[config.mk]
export PLATFORM = sky130hd
export DESIGN_NAME = uart_rx_frame_ctrl_flat
export DESIGN_NICKNAME = d
export VERILOG_FILES = /design/src/rtl/uart_rx_frame_ctrl_if.sv /design/src/rtl/uart_rx_frame_ctrl.sv /design/src/flat_wrapper.sv
export SDC_FILE = /design/constraint.sdc
export NUM_CORES = 1
export LEC_CHECK = 0
export ABC_AREA = 1
export BUFFER_PORTS_ARGS = -buffer_cell sky130_fd_sc_hd__buf_2
export CAP_MARGIN = 10
export CORE_ASPECT_RATIO = 0.6
export CORE_UTILIZATION = 64
export CTS_BUF_LIST = sky130_fd_sc_hd__clkbuf_8
export DETAILED_ROUTE_END_ITERATION = 7
export PLACE_DENSITY = 0.86
export SLEW_MARGIN = 20
export SYNTH_ARGS = -nofsm -noshare
export SYNTH_HDL_FRONTEND = slang
export SYNTH_SLANG_ARGS = --single-unit
[constraint.sdc]
create_clock -name clk -period 2.6 [get_ports clk]
set_input_delay 0.52 -clock clk [delete_from_list [all_inputs] [get_ports clk]]
set_output_delay 0.52 -clock clk [all_outputs]
set_load 0.02 [all_outputs]
[src/rtl/uart_rx_frame_ctrl_if.sv]
// Bundle between the UART RX frame controller, its pin/sampler front end and the consumer.
// Signal prefixes are from the frame controller's point of view.
interface uart_rx_frame_ctrl_if #(
   parameter int DATA_BITS = 8
);
   logic                 i_rx;
   logic                 i_tick;
   logic                 o_smp_go;
   logic                 i_smp_bit;
   logic                 i_smp_valid;
   logic [DATA_BITS-1:0] o_data;
   logic                 o_data_valid;
   logic                 o_parity_err;
   logic                 o_frame_err;
   logic                 o_busy;

   modport slave (
      input  i_rx, i_tick, i_smp_bit, i_smp_valid,
      output o_smp_go, o_data, o_data_valid, o_parity_err, o_frame_err, o_busy
   );

   modport master (
      output i_rx, i_tick, i_smp_bit, i_smp_valid,
      input  o_smp_go, o_data, o_data_valid, o_parity_err, o_frame_err, o_busy
   );
endinterface

[src/rtl/uart_rx_frame_ctrl.sv]
// UART receive frame sequencer: start detection, per-bit sampler launch, LSB-first
// assembly, optional parity and stop-bit checking, bit-window timeout.
module uart_rx_frame_ctrl #(
   parameter int DATA_BITS  = 8,
   parameter int PARITY_EN  = 0,
   parameter int PARITY_ODD = 0,
   parameter int OVERSAMPLE = 16
) (
   input  logic                   clk,
   input  logic                   rst_n,
   uart_rx_frame_ctrl_if.slave    bus
);
   localparam int BCW = $clog2(DATA_BITS) + 1;
   localparam int TCW = $clog2(2 * OVERSAMPLE) + 1;
   localparam logic [BCW-1:0] LAST_BIT = BCW'(DATA_BITS - 1);
   localparam logic [TCW-1:0] TMO      = TCW'(2 * OVERSAMPLE);
   localparam logic           PAR_EN   = 1'(PARITY_EN);
   localparam logic           PAR_ODD  = 1'(PARITY_ODD);

   localparam logic [2:0] IDLE   = 3'd0;
   localparam logic [2:0] START  = 3'd1;
   localparam logic [2:0] DATA   = 3'd2;
   localparam logic [2:0] PARITY = 3'd3;
   localparam logic [2:0] STOP   = 3'd4;

   logic [2:0]           r_state;
   logic                 r_armed;
   logic [DATA_BITS-1:0] r_shift;
   logic                 r_parity;
   logic                 r_parity_bad;
   logic [BCW-1:0]       r_bit_cnt;
   logic [TCW-1:0]       r_tick_cnt;
   logic                 r_smp_go;
   logic [DATA_BITS-1:0] r_data;
   logic                 r_data_valid;
   logic                 r_parity_err;
   logic                 r_frame_err;
   logic                 r_busy;
   logic [TCW-1:0]       w_tick_inc;

   assign w_tick_inc = r_tick_cnt + TCW'(1);

   always_ff @(posedge clk or negedge rst_n) begin
      if (!rst_n) begin
         r_state      <= IDLE;
         r_armed      <= 1'b0;
         r_shift      <= '0;
         r_parity     <= 1'b0;
         r_parity_bad <= 1'b0;
         r_bit_cnt    <= '0;
         r_tick_cnt   <= '0;
         r_smp_go     <= 1'b0;
         r_data       <= '0;
         r_data_valid <= 1'b0;
         r_parity_err <= 1'b0;
         r_frame_err  <= 1'b0;
         r_busy       <= 1'b0;
      end else begin
         r_smp_go     <= 1'b0;
         r_data_valid <= 1'b0;
         if (r_state == IDLE) begin
            // A start edge is only honoured after the line has been seen idle-high.
            if (bus.i_tick) begin
               if (bus.i_rx) begin
                  r_armed <= 1'b1;
               end else if (r_armed) begin
                  r_state      <= START;
                  r_busy       <= 1'b1;
                  r_smp_go     <= 1'b1;
                  r_bit_cnt    <= '0;
                  r_tick_cnt   <= '0;
                  r_parity     <= 1'b0;
                  r_parity_bad <= 1'b0;
               end
            end
         end else if (bus.i_smp_valid) begin
            r_tick_cnt <= '0;
            case (r_state)
               START: begin
                  if (bus.i_smp_bit) begin
                     r_state <= IDLE;
                     r_busy  <= 1'b0;
                  end else begin
                     r_state  <= DATA;
                     r_smp_go <= 1'b1;
                  end
               end
               DATA: begin
                  r_shift   <= {bus.i_smp_bit, r_shift[DATA_BITS-1:1]};
                  r_parity  <= r_parity ^ bus.i_smp_bit;
                  r_bit_cnt <= r_bit_cnt + BCW'(1);
                  r_smp_go  <= 1'b1;
                  if (r_bit_cnt == LAST_BIT) begin
                     r_state <= PAR_EN ? PARITY : STOP;
                  end
               end
               PARITY: begin
                  r_parity_bad <= (r_parity ^ bus.i_smp_bit) != PAR_ODD;
                  r_state      <= STOP;
                  r_smp_go     <= 1'b1;
               end
               STOP: begin
                  r_data       <= r_shift;
                  r_data_valid <= 1'b1;
                  r_parity_err <= r_parity_bad & PAR_EN;
                  r_frame_err  <= ~bus.i_smp_bit;
                  // A low stop bit means break: wait for the line to return high.
                  if (!bus.i_smp_bit) begin
                     r_armed <= 1'b0;
                  end
                  r_state <= IDLE;
                  r_busy  <= 1'b0;
               end
               default: begin
                  r_state <= IDLE;
                  r_busy  <= 1'b0;
               end
            endcase
         end else if (bus.i_tick) begin
            if (w_tick_inc == TMO) begin
               r_state     <= IDLE;
               r_busy      <= 1'b0;
               r_frame_err <= 1'b1;
               r_armed     <= 1'b0;
               r_tick_cnt  <= '0;
            end else begin
               r_tick_cnt <= w_tick_inc;
            end
         end
      end
   end

   assign bus.o_smp_go     = r_smp_go;
   assign bus.o_data       = r_data;
   assign bus.o_data_valid = r_data_valid;
   assign bus.o_parity_err = r_parity_err;
   assign bus.o_frame_err  = r_frame_err;
   assign bus.o_busy       = r_busy;
endmodule

[src/flat_wrapper.sv]
// flat-port wrapper written by rule: the top's interface ports become plain ports
module uart_rx_frame_ctrl_flat 
#(
   parameter int DATA_BITS  = 8,
   parameter int PARITY_EN  = 0,
   parameter int PARITY_ODD = 0,
   parameter int OVERSAMPLE = 16
)
  (clk, rst_n, bus_i_rx, bus_i_tick, bus_i_smp_bit, bus_i_smp_valid, bus_o_smp_go, bus_o_data, bus_o_data_valid, bus_o_parity_err, bus_o_frame_err, bus_o_busy);
  uart_rx_frame_ctrl_if #(.DATA_BITS(DATA_BITS)) bus_i ();
  input  logic clk;
  input  logic rst_n;
  input wire logic [$bits(bus_i.i_rx)-1:0] bus_i_rx;
  input wire logic [$bits(bus_i.i_tick)-1:0] bus_i_tick;
  input wire logic [$bits(bus_i.i_smp_bit)-1:0] bus_i_smp_bit;
  input wire logic [$bits(bus_i.i_smp_valid)-1:0] bus_i_smp_valid;
  output wire logic [$bits(bus_i.o_smp_go)-1:0] bus_o_smp_go;
  output wire logic [$bits(bus_i.o_data)-1:0] bus_o_data;
  output wire logic [$bits(bus_i.o_data_valid)-1:0] bus_o_data_valid;
  output wire logic [$bits(bus_i.o_parity_err)-1:0] bus_o_parity_err;
  output wire logic [$bits(bus_i.o_frame_err)-1:0] bus_o_frame_err;
  output wire logic [$bits(bus_i.o_busy)-1:0] bus_o_busy;
  assign bus_i.i_rx = bus_i_rx;
  assign bus_i.i_tick = bus_i_tick;
  assign bus_i.i_smp_bit = bus_i_smp_bit;
  assign bus_i.i_smp_valid = bus_i_smp_valid;
  assign bus_o_smp_go = bus_i.o_smp_go;
  assign bus_o_data = bus_i.o_data;
  assign bus_o_data_valid = bus_i.o_data_valid;
  assign bus_o_parity_err = bus_i.o_parity_err;
  assign bus_o_frame_err = bus_i.o_frame_err;
  assign bus_o_busy = bus_i.o_busy;
  uart_rx_frame_ctrl #(.DATA_BITS(DATA_BITS), .PARITY_EN(PARITY_EN), .PARITY_ODD(PARITY_ODD), .OVERSAMPLE(OVERSAMPLE)) u_core (.clk(clk), .rst_n(rst_n), .bus(bus_i));
endmodule
### Word level (Yosys, flattened, before mapping)

Cells that the tools add are included.

| word-level totals | value |
|---|---|
| register bits after elaboration | 34 |
| input bits | 6 |
| output and inout bits | 13 |
| logic and storage cells | 97 |

| cells by class | value |
|---|---|
| add/subtract/negate cells | 2 |
| eq/ne operators | 16 |
| mux-type cells | 52 |
| bitwise logic cells | 2 |
| reduce and logical (&&, ||, !) cells | 15 |

Operator list:

| kind | number |
|---|---|
| 6-bit 2-to-1 mux | 7 |
| 1-bit 2-to-1 mux | 27 |
| 3-bit 2-to-1 mux | 8 |
| 4-bit 2-to-1 mux | 6 |
| 6-bit AND reduction | 2 |
| 3-bit case mux with 3 select lines | 1 |
| 4-bit AND reduction | 2 |
| 2-bit nonzero test | 4 |
| 7-bit AND reduction | 1 |
| 6-bit by 1-bit adder with 6-bit output, second input constant | 1 |
| 3-bit by 2-bit equality test with 1-bit output, second input constant | 2 |
| 6-bit equality test, second input constant | 1 |
| 2-bit != test, second input constant | 3 |
| 3-bit by 2-bit != test with 1-bit output, second input constant | 2 |
| 3-bit AND reduction | 2 |
| 5-bit AND reduction | 1 |
| 4-bit by 1-bit adder with 4-bit output, second input constant | 1 |
| 4-bit by 3-bit equality test with 1-bit output, second input constant | 1 |
| 2-bit by 1-bit != test with 1-bit output, second input constant | 2 |
| 4-bit by 2-bit != test with 1-bit output, second input constant | 1 |
| 4-bit by 3-bit != test with 1-bit output, second input constant | 1 |
| 1-bit case mux with 2 select lines | 2 |
| 3-bit by 1-bit equality test with 1-bit output, second input constant | 1 |
| 3-bit equality test, second input constant | 1 |
| other kinds (6) | 7 |

### Longest topological paths before layout

Gate-level depths: netlist of run 1.

| logic depth | value |
|---|---|
| word-level depth | 6 |
| mapped depth | 10 |
| gate-level depth less buffers | 10 |

### Worst setup path after synthesis of run 1

No wires, ideal clock.

| path | value |
|---|---|
| kind | flip-flop to flip-flop |
| from | register u_core.r_tick_cnt[0] |
| to | register u_core.r_state[0] |
| library setup time | 0.118 ns |
| data arrival time | 1.237 ns |
| required time | 2.482 ns |
| setup slack | 1.245 ns |
| cell stages (with the launch flop) | 10 |
| path buffers | 0 |
| period minus slack after synthesis | 1.355 ns |
| cells stage by stage | dfrtp_1 ha_1 nand4_1 nand3_1 nor2_1 nand2_1 nand2_2 nand3_2 nand2_1 nand2_1 |

| between the ends | value |
|---|---|
| longest elaborated chain between the ends | 4 |

Ends and longest elaborated chain:

| item | line | RTL |
|---|---|---|
| from (decl) | uart_rx_frame_ctrl.sv:32 | `logic [TCW-1:0] r_tick_cnt;` |
| from (signal assigned) | uart_rx_frame_ctrl.sv:127 | `r_tick_cnt <= w_tick_inc;` |
| 6-bit by 1-bit adder with 6-bit output | uart_rx_frame_ctrl.sv:41 | `assign w_tick_inc = r_tick_cnt + TCW'(1);` |
| 6-bit equality test | uart_rx_frame_ctrl.sv:120 | `if (w_tick_inc == TMO) begin` |
| 3-bit nonzero test (no source line) | -- |  |
| 6-bit AND reduction (no source line) | -- |  |
| to (signal assigned) | uart_rx_frame_ctrl.sv:94 | `r_state <= PAR_EN ? PARITY : STOP;` |
| to (decl) | uart_rx_frame_ctrl.sv:26 | `logic [2:0] r_state;` |

Every way passes these cells.
A chain may end at the register's enable or synchronous reset.

### Worst setup path after layout of run 1

| path | value |
|---|---|
| from | register u_core.r_tick_cnt[0] |
| to | register u_core.r_busy, in the netlist u_core.bus.o_busy |

| between the ends | value |
|---|---|
| longest elaborated chain between the ends | 4 |

Ends and longest elaborated chain:

| item | line | RTL |
|---|---|---|
| 6-bit by 1-bit adder with 6-bit output | uart_rx_frame_ctrl.sv:41 |  |
| 6-bit equality test | uart_rx_frame_ctrl.sv:120 |  |
| 3-bit nonzero test (no source line) | -- |  |
| 7-bit AND reduction (no source line) | -- |  |
| to (signal assigned) | uart_rx_frame_ctrl.sv:57 | `r_busy <= 1'b0;` |
| to (signal assigned) | uart_rx_frame_ctrl.sv:116 | `r_busy <= 1'b0;` |
| to (signal assigned) | uart_rx_frame_ctrl.sv:122 | `r_busy <= 1'b0;` |
| to (decl) | uart_rx_frame_ctrl.sv:38 | `logic r_busy;` |

Every way passes these cells.

==> key figures, run 1 <==
GRT
  – GRT Resource Usage Total: 0.312
  – Pin count of the biggest net entering global routing: 35
  – Gr ovfl total: 0
  – Vias in the first global route: 1232
  – First-pass GRT wire length: 5.76 mm
  – Initial antenna violation count: 0

Synthesis
  – Post-Synth Adder-Cell Area: 0.0154
  – Most frequent cell after synthesis: nand2_1
  – Synth warnings: 0
  – Share of Yosys cell area claimed by the top area cell type: 0.523
  – Commonest cells post-synth: nand2_1 (55), dfrtp_1 (34), o21ai_0 (19), inv_1 (17), nand3_1 (11)
  – Post-synth top area cell: dfrtp_1
  – Async set-reset flop share out of synthesis: 1.00
  – Syn_nets: 194
  – Flop and latch count out of synthesis: 34
  – Largest family of logic cells by synthesized area: simple AND/OR/NAND/NOR gates
  – Avg Cell Area, Syn: 8.74 µm²
  – XOR/XNOR Fraction of Synth Area: 0.00539
  – Post-synth top flop: dfrtp_1
  – Area contributors post-synth: dfrtp_1 (52%), nand2_1 (13%), o21ai_0 (5.9%)
  – Multiplexer share of the synthesized area: 0
  – Post-Syn Area: 1630 µm²
  – Synthesized-area fraction occupied by and/or/nand/nor cells: 0.239
  – Synth cell types: 31
  – Complex-gate fraction of the synthesized area: 0.138
  – Number of synthesized flops with an enable pin: 0
  – Post-Syn Instances: 186
  – Register area share after synthesis: 0.523

Power and ir drop
  – Pleak: 0.000962 µW
  – Power per Cell Area: 1170 nW/µm²
  – Pwr Total: 2140 µW
  – Worst vdd ir: 0.000942 V

Critical path
  – Critical path arrival: 1.84 ns
  – Critical path fanouts, max: 5
  – CP Cell Sequence: ha_1 -> nand3_1 -> nand2_1 -> nand3_1 -> nor2_1 -> nand2_1 -> nand2_2 -> nand3_1 -> nand2_1 -> nand2_1
  – Cell mode on critical path: nand2_1
  – Worst path required time: 2.77 ns
  – Critical path buffer and inverter count: 0
  – Delay-heaviest family, CP: simple AND/OR/NAND/NOR gates
  – Setup Crit Path Kind: reg2reg
  – Worst path slowest cell: dfrtp_1
  – CP Launch Type: register
  – Max stage delay on crit path: 0.38 ns
  – Critical Path Sink Type: register

Timing
  – Max-slew violation count: 0
  – Slew margin rel.: 0.517
  – Final setup vio count: 0
  – Skew final: 0.00849 ns
  – Tmin final: 1.67 ns
  – Worst slew pin tran: 0.724 ns
  – Final TNS setup: 0 ns
  – Fin crit share: 0.642
  – Final hold violation count: 0
  – RSZ-0062 raised after global routing: false
  – FMAX: 0.599 GHz

Clocking
  – CTS Buf Count: 5
  – CTS sink count: 34
  – Worst-Skew Late Latency: 0.29 ns
  – Post-CTS setup buffers: 0
  – Bufs on Longest Clock Path: 2
  – Post-CTS Resized: 0
  – Htree depth: 2
  – # hold bufs at CTS: 0
  – Root buffer cell: clkbuf_8
  – CTS clk-pin slew, worst paths: 0.07 ns
  – TritonCTS clock tree: done

Cells and area
  – Layout overhead on the synthesized area: 12.7%
  – Layout cells sized above 1: 0.228
  – Final nets: 214
  – Multi-input logic area: 649 µm²
  – Final Instance Area: 1830 µm²
  – FF+latch area: 851 µm²
  – Antenna Cells: 0
  – # fillers: 148

Floorplanning
  – # IOs: 19
  – Die W: 67.1 µm
  – Starting Density: 0.714
  – Core ar.: 2280 µm²
  – Standard-cell rows: 13
  – Die Ht: 41.0 µm
  – Die area: 2750 µm²

Route
  – Routed len/inst: 15.2 µm
  – Routed wire length: 3.60 mm
  – Residual DRC count: 0
  – Antenna-violating nets left: 0
  – Vias/cell: 5.66
  – DRT iter0 DRCs: 196
  – Total number of vias: 1336
  – DRT Pass-1 Iters: 4

Hold path
  – Hold crit path type: in2async

Job
  – Max cap viols: 0

Status
  – Run status: finished clean

Placed design
  – GP Congestion: 0.890
  – DPL Wire Length: 2.43 mm
  – Post-DP Area: 1720 µm²
  – Port bufs: 17
[metrics by stage]
stage	hold slack [ns]	utilization	instances	setup WS, ns
floorplan	0.224	-	186	1.24
global placement	0.448	0.755	229	0.967
detailed placement	0.460	0.755	229	0.903
CTS	0.317	0.804	236	0.979
global route	0.355	0.804	236	0.813
finish	0.289	0.804	236	0.930
[final cells by class]
type                            count  area share
Clock buffer                        6      0.0451
Clock inverter                      1      0.0164
Sequential cell                    34       0.464
Tap cell                           30      0.0205
Timing Repair Buffer               17      0.0464
Multi-Input combinational cell    124       0.355
Inverter                           24      0.0526
[cell usage in the layout, fill, tap and decap left out, types with 4 or more instances in the layout]
cell,instances
a21oi_1,4
buf_2,17
clkbuf_8,6
dfrtp_1,34
inv_1,17
inv_2,4
nand2_1,55
nand3_1,11
nand4_1,4
nor2_1,4
o21ai_0,19
[final timing paths]
path	from	end	slack [ns]	depth (start not counted)
setup reg to reg	u_core.r_tick_cnt[0]$_DFFE_PN0P_	u_core.bus.o_busy$_DFFE_PN0P_	0.93	10
min in group clk	u_core.bus.o_frame_err$_DFFE_PN0P_	u_core.bus.o_frame_err$_DFFE_PN0P_	0.47	2
hold reg to reg	u_core.bus.o_frame_err$_DFFE_PN0P_	u_core.bus.o_frame_err$_DFFE_PN0P_	0.47	2
hold / removal	rst_n	u_core.r_bit_cnt[3]$_DFFE_PN0P_	0.29	1
setup / recovery	u_core.r_tick_cnt[0]$_DFFE_PN0P_	u_core.bus.o_busy$_DFFE_PN0P_	0.93	10
max in group asynchronous	rst_n	u_core.r_shift[3]$_DFFE_PN0P_	1.84	1
[state kept, by name, summed over array words and instances (netlist names)]
name	cells
u_core.r_shift	8
u_core.r_state	3
u_core.bus.o_smp_go	1
u_core.bus.o_busy	1
u_core.bus.o_data_valid	1
u_core.r_bit_cnt	4
u_core.r_tick_cnt	6
u_core.bus.o_frame_err	1
u_core.bus.o_data	8
u_core.r_armed	1
[report_power, final]
part	internal (µW)	switching [µW]	leakage, µW
Sequential	705	123	0.000450
Clock	307	190	0.0000573
Combinational	248	566	0.000455
Total	1260	879	0.000962
[layer usage]
metal / vias to the layer above / wire (µm) / global-route usage
met4: 0 / 38 / 0.106
li1: 636 / - / -
met1: 628 / 1640 / 0.390
met5: - / 0 / 0
met2: 64 / 1690 / 0.515
met3: 8 / 231 / 0.111
[cell families (layout without fill, tap and decap cells)]
family	after synthesis	in the layout
AOI/OAI and AO/OA	35	35
xor gates and xnor gates	1	1
adders and majority gates	2	2
buffers and inverters	28	48
DFF	34	34
other	1	1
and+or+nand+nor	85	85
No activity file was read; power rests on OpenSTA's default activity.
==> run 2: changes to the inputs <==
--- a/config.mk
+++ b/config.mk
@@ -9,10 +9,10 @@
 export BUFFER_PORTS_ARGS = -buffer_cell sky130_fd_sc_hd__buf_2
 export CAP_MARGIN = 10
 export CORE_ASPECT_RATIO = 0.6
-export CORE_UTILIZATION = 64
+export CORE_UTILIZATION = 54
 export CTS_BUF_LIST = sky130_fd_sc_hd__clkbuf_8
 export DETAILED_ROUTE_END_ITERATION = 7
-export PLACE_DENSITY = 0.86
+export PLACE_DENSITY = 0.78
 export SLEW_MARGIN = 20
 export SYNTH_ARGS = -nofsm -noshare
 export SYNTH_HDL_FRONTEND = slang
==> constraint.sdc (replaced) <==
create_clock -name clk -period 1.5 [get_ports clk]
set_input_delay 0.3 -clock clk [delete_from_list [all_inputs] [get_ports clk]]
set_output_delay 0.3 -clock clk [all_outputs]
set_load 0.02 [all_outputs]
==> key figures, run 2 (synthesized netlist as in run 1, its figures left out) <==
Floorplanning
  – Die W: 72.8 µm (was 67.1 µm)
  – Die area: 3240 µm² (was 2750 µm²)
  – # IOs: 19 (unchanged)
  – Starting Density: 0.606 (was 0.714)
  – Core ar.: 2680 µm² (was 2280 µm²)
  – Die Ht: 44.5 µm (was 41.0 µm)
  – Standard-cell rows: 14 (was 13)

Timing
  – Final setup vio count: 0 (unchanged)
  – Max-slew violation count: 0 (unchanged)
  – Final TNS setup: 0 ns (unchanged)
  – Tmin final: 1.45 ns (was 1.67 ns)
  – Skew final: 0.00443 ns (was 0.00849 ns)
  – Fin crit share: 0.970 (was 0.642)
  – FMAX: 0.687 GHz (was 0.599 GHz)
  – RSZ-0062 raised after global routing: true (was false)
  – Final hold violation count: 0 (unchanged)

Route
  – Residual DRC count: 0 (unchanged)
  – Routed wire length: 3.51 mm (was 3.60 mm)
  – WL met3: 213 µm (was 231 µm)
  – DRT iter0 DRCs: 114 (was 196)
  – Routed len/inst: 13.9 µm (was 15.2 µm)
  – Vias/cell: 5.32 (was 5.66)
  – Met2 WL: 1.58 mm (was 1.69 mm)
  – Antenna-violating nets left: 0 (unchanged)
  – Wl on met1: 1.66 mm (was 1.64 mm)
  – Total number of vias: 1347 (was 1336)
  – Highest metal used: met4 (unchanged)
  – DRT Pass-1 Iters: 4 (unchanged)

Clocking
  – Root buffer cell: clkbuf_8 (unchanged)
  – Htree depth: 2 (unchanged)
  – CTS sink count: 34 (unchanged)
  – CTS Buf Count: 5 (unchanged)
  – TritonCTS clock tree: done (unchanged)
  – CTS clk-pin slew, worst paths: 0.06 ns (was 0.07 ns)
  – Worst-Skew Late Latency: 0.28 ns (was 0.29 ns)
  – Bufs on Longest Clock Path: 2 (unchanged)

GRT
  – Gr ovfl total: 0 (unchanged)
  – Initial antenna violation count: 0 (unchanged)
  – Vias in the first global route: 1258 (was 1232)
  – First-pass GRT wire length: 5.95 mm (was 5.76 mm)
  – Pin count of the biggest net entering global routing: 35 (unchanged)
  – GRT Resource Usage Total: 0.258 (was 0.312)

Power and ir drop
  – Reg power frac: 0.388 (was 0.387)
  – Pwr Total: 3730 µW (was 2140 µW)
  – Worst vdd ir: 0.000961 V (was 0.000942 V)
  – Power per Cell Area: 1920 nW/µm² (was 1170 nW/µm²)
  – Combinational share of power: 0.439 (was 0.380)
  – Pleak: 0.000994 µW (was 0.000962 µW)
  – Internal: 2170 µW (was 1260 µW)
  – NetSw: 1560 µW (was 879 µW)
  – Sw Ratio: 0.418 (was 0.411)
  – Clk pwr share: 0.174 (was 0.232)

Job
  – Max cap viols: 0 (unchanged)

Cells and area
  – Final nets: 222 (was 214)
  – Most common cell after layout, fill and taps aside: nand2_1 (unchanged)
  – FF+latch area: 853 µm² (was 851 µm²)
  – Layout cells sized above 1: 0.296 (was 0.228)
  – Multi-input logic area: 708 µm² (was 649 µm²)
  – # fillers: 205 (was 148)
  – Most frequent cells in the layout: nand2_1 (53), dfrtp_1 (32), o21ai_0 (18) (was nand2_1 (55), dfrtp_1 (34), o21ai_0 (19))
  – Antenna Cells: 0 (unchanged)
  – Layout overhead on the synthesized area: 19.9% (was 12.7%)

Critical path
  – Critical path fanouts, max: 5 (unchanged)
  – Max stage delay on crit path: 0.44 ns (was 0.38 ns)
  – Worst path required time: 1.66 ns (was 2.77 ns)
  – Critical Path Sink Type: register (unchanged)
  – CP Cell Sequence: ha_4 -> nand4_1 -> nand3_2 -> nor2_2 -> nand2_2 -> nand2_4 -> nand3_1 -> nand2_1 -> nand2_1 (was ha_1 -> nand3_1 -> nand2_1 -> nand3_1 -> nor2_1 -> nand2_1 -> nand2_2 -> nand3_1 -> nand2_1 -> nand2_1)
  – Cell mode on critical path: nand2_1 (unchanged)
  – Critical path arrival: 1.62 ns (was 1.84 ns)
  – Critical path buffer and inverter count: 0 (unchanged)
  – Worst path slowest cell: dfrtp_2 (was dfrtp_1)
  – Delay-heaviest family, CP: simple AND/OR/NAND/NOR gates (unchanged)
  – Setup Crit Path Kind: reg2reg (unchanged)
  – CP Launch Type: register (unchanged)

Placed design
  – GP Congestion: 0.823 (was 0.890)
  – Port bufs: 17 (unchanged)
  – DPL Wire Length: 2.24 mm (was 2.43 mm)

Status
  – Run status: finished clean (unchanged)

Hold path
  – Hold crit path type: in2async (unchanged)
## run 2: changes by cell type in the layout (fill, tap and decap cells not counted), sizes merged
cell and change:
bufinv -1, buf +8
## run 2: worst reg2reg max path, stage by stage, from the launching register on
cell	delay, ns
dfrtp_2	0.44
ha_4	0.18
nand4_1	0.12
nand3_2	0.08
nor2_2	0.10
nand2_2	0.09
nand2_4	0.10
nand3_1	0.09
nand2_1	0.08
nand2_1	0.05
## run 2: through the flow
step / std cells / hold slack (ns) / setup slack, ns / area (µm²) / utilization
after detailed placement: 242 / 0.354 / -0.0583 / 1750 / 0.655
after global routing: 253 / 0.0772 / -0.0761 / 1950 / 0.727
after floorplan: 186 / 0.00441 / 0.145 / 1630 / -
after CTS: 251 / 0.0546 / 0.0284 / 1880 / 0.703
after global placement: 242 / 0.348 / 0.0308 / 1750 / 0.655
final: 253 / 0.0414 / 0.0451 / 1950 / 0.727
## run 2: final timing paths
| path | slack [ns] | depth (start not counted) | endpoint | start |
|---|---|---|---|---|
| worst max-delay path | 0.05 | 9 | u_core.bus.o_busy$_DFFE_PN0P_ | u_core.r_tick_cnt[0]$_DFFE_PN0P_ |
| worst min-delay path | 0.04 | 2 | u_core.r_state[2]$_DFFE_PN0P_ | rst_n |
| worst max register to register | 0.05 | 9 | u_core.bus.o_busy$_DFFE_PN0P_ | u_core.r_tick_cnt[0]$_DFFE_PN0P_ |
| worst min register to register | 0.47 | 2 | u_core.bus.o_data[0]$_DFFE_PN0P_ | u_core.bus.o_data[0]$_DFFE_PN0P_ |
| max in group asynchronous | 1.13 | 2 | u_core.r_tick_cnt[0]$_DFFE_PN0P_ | rst_n |
| min in group clk | 0.35 | 4 | u_core.r_state[1]$_DFFE_PN0P_ | bus_i_smp_bit |
## run 2: metal layers
metal  GRT usage  vias to the layer above
met5           0                        -
met3      0.0752                        6
li1            -                      655
met1       0.361                      632
met4      0.0824                        0
met2       0.393                       54
## run 2: timing repair
item / 4_1_cts / 5_1_grt
setup buffers: 3 / 2
endpoints found under the setup margin: 6 / 22
hold endpoints to repair: 0 / 0
pin swaps: 2 / 3
hold buffers: 0 / 0
gates resized for setup: 2 / 13
gates cloned: 0 / 0
## run 2: power groups by stage
stage                     logic [µW]  registers [µW]  clock network [µW]
after floorplan                  924            1540                   0
after global placement          1350            1410                   0
after detailed placement        1390            1420                   0
after CTS                       1540            1420                 661
after global routing            1790            1480                 698
final                           1640            1450                 649
## run 2: final cells by class
type                            instances  share of cell area
Clock buffer                            6              0.0424
Inverter                               24              0.0495
Multi-Input combinational cell        124               0.364
Sequential cell                        34               0.438
Tap cell                               40              0.0257
Timing Repair Buffer                   25              0.0809
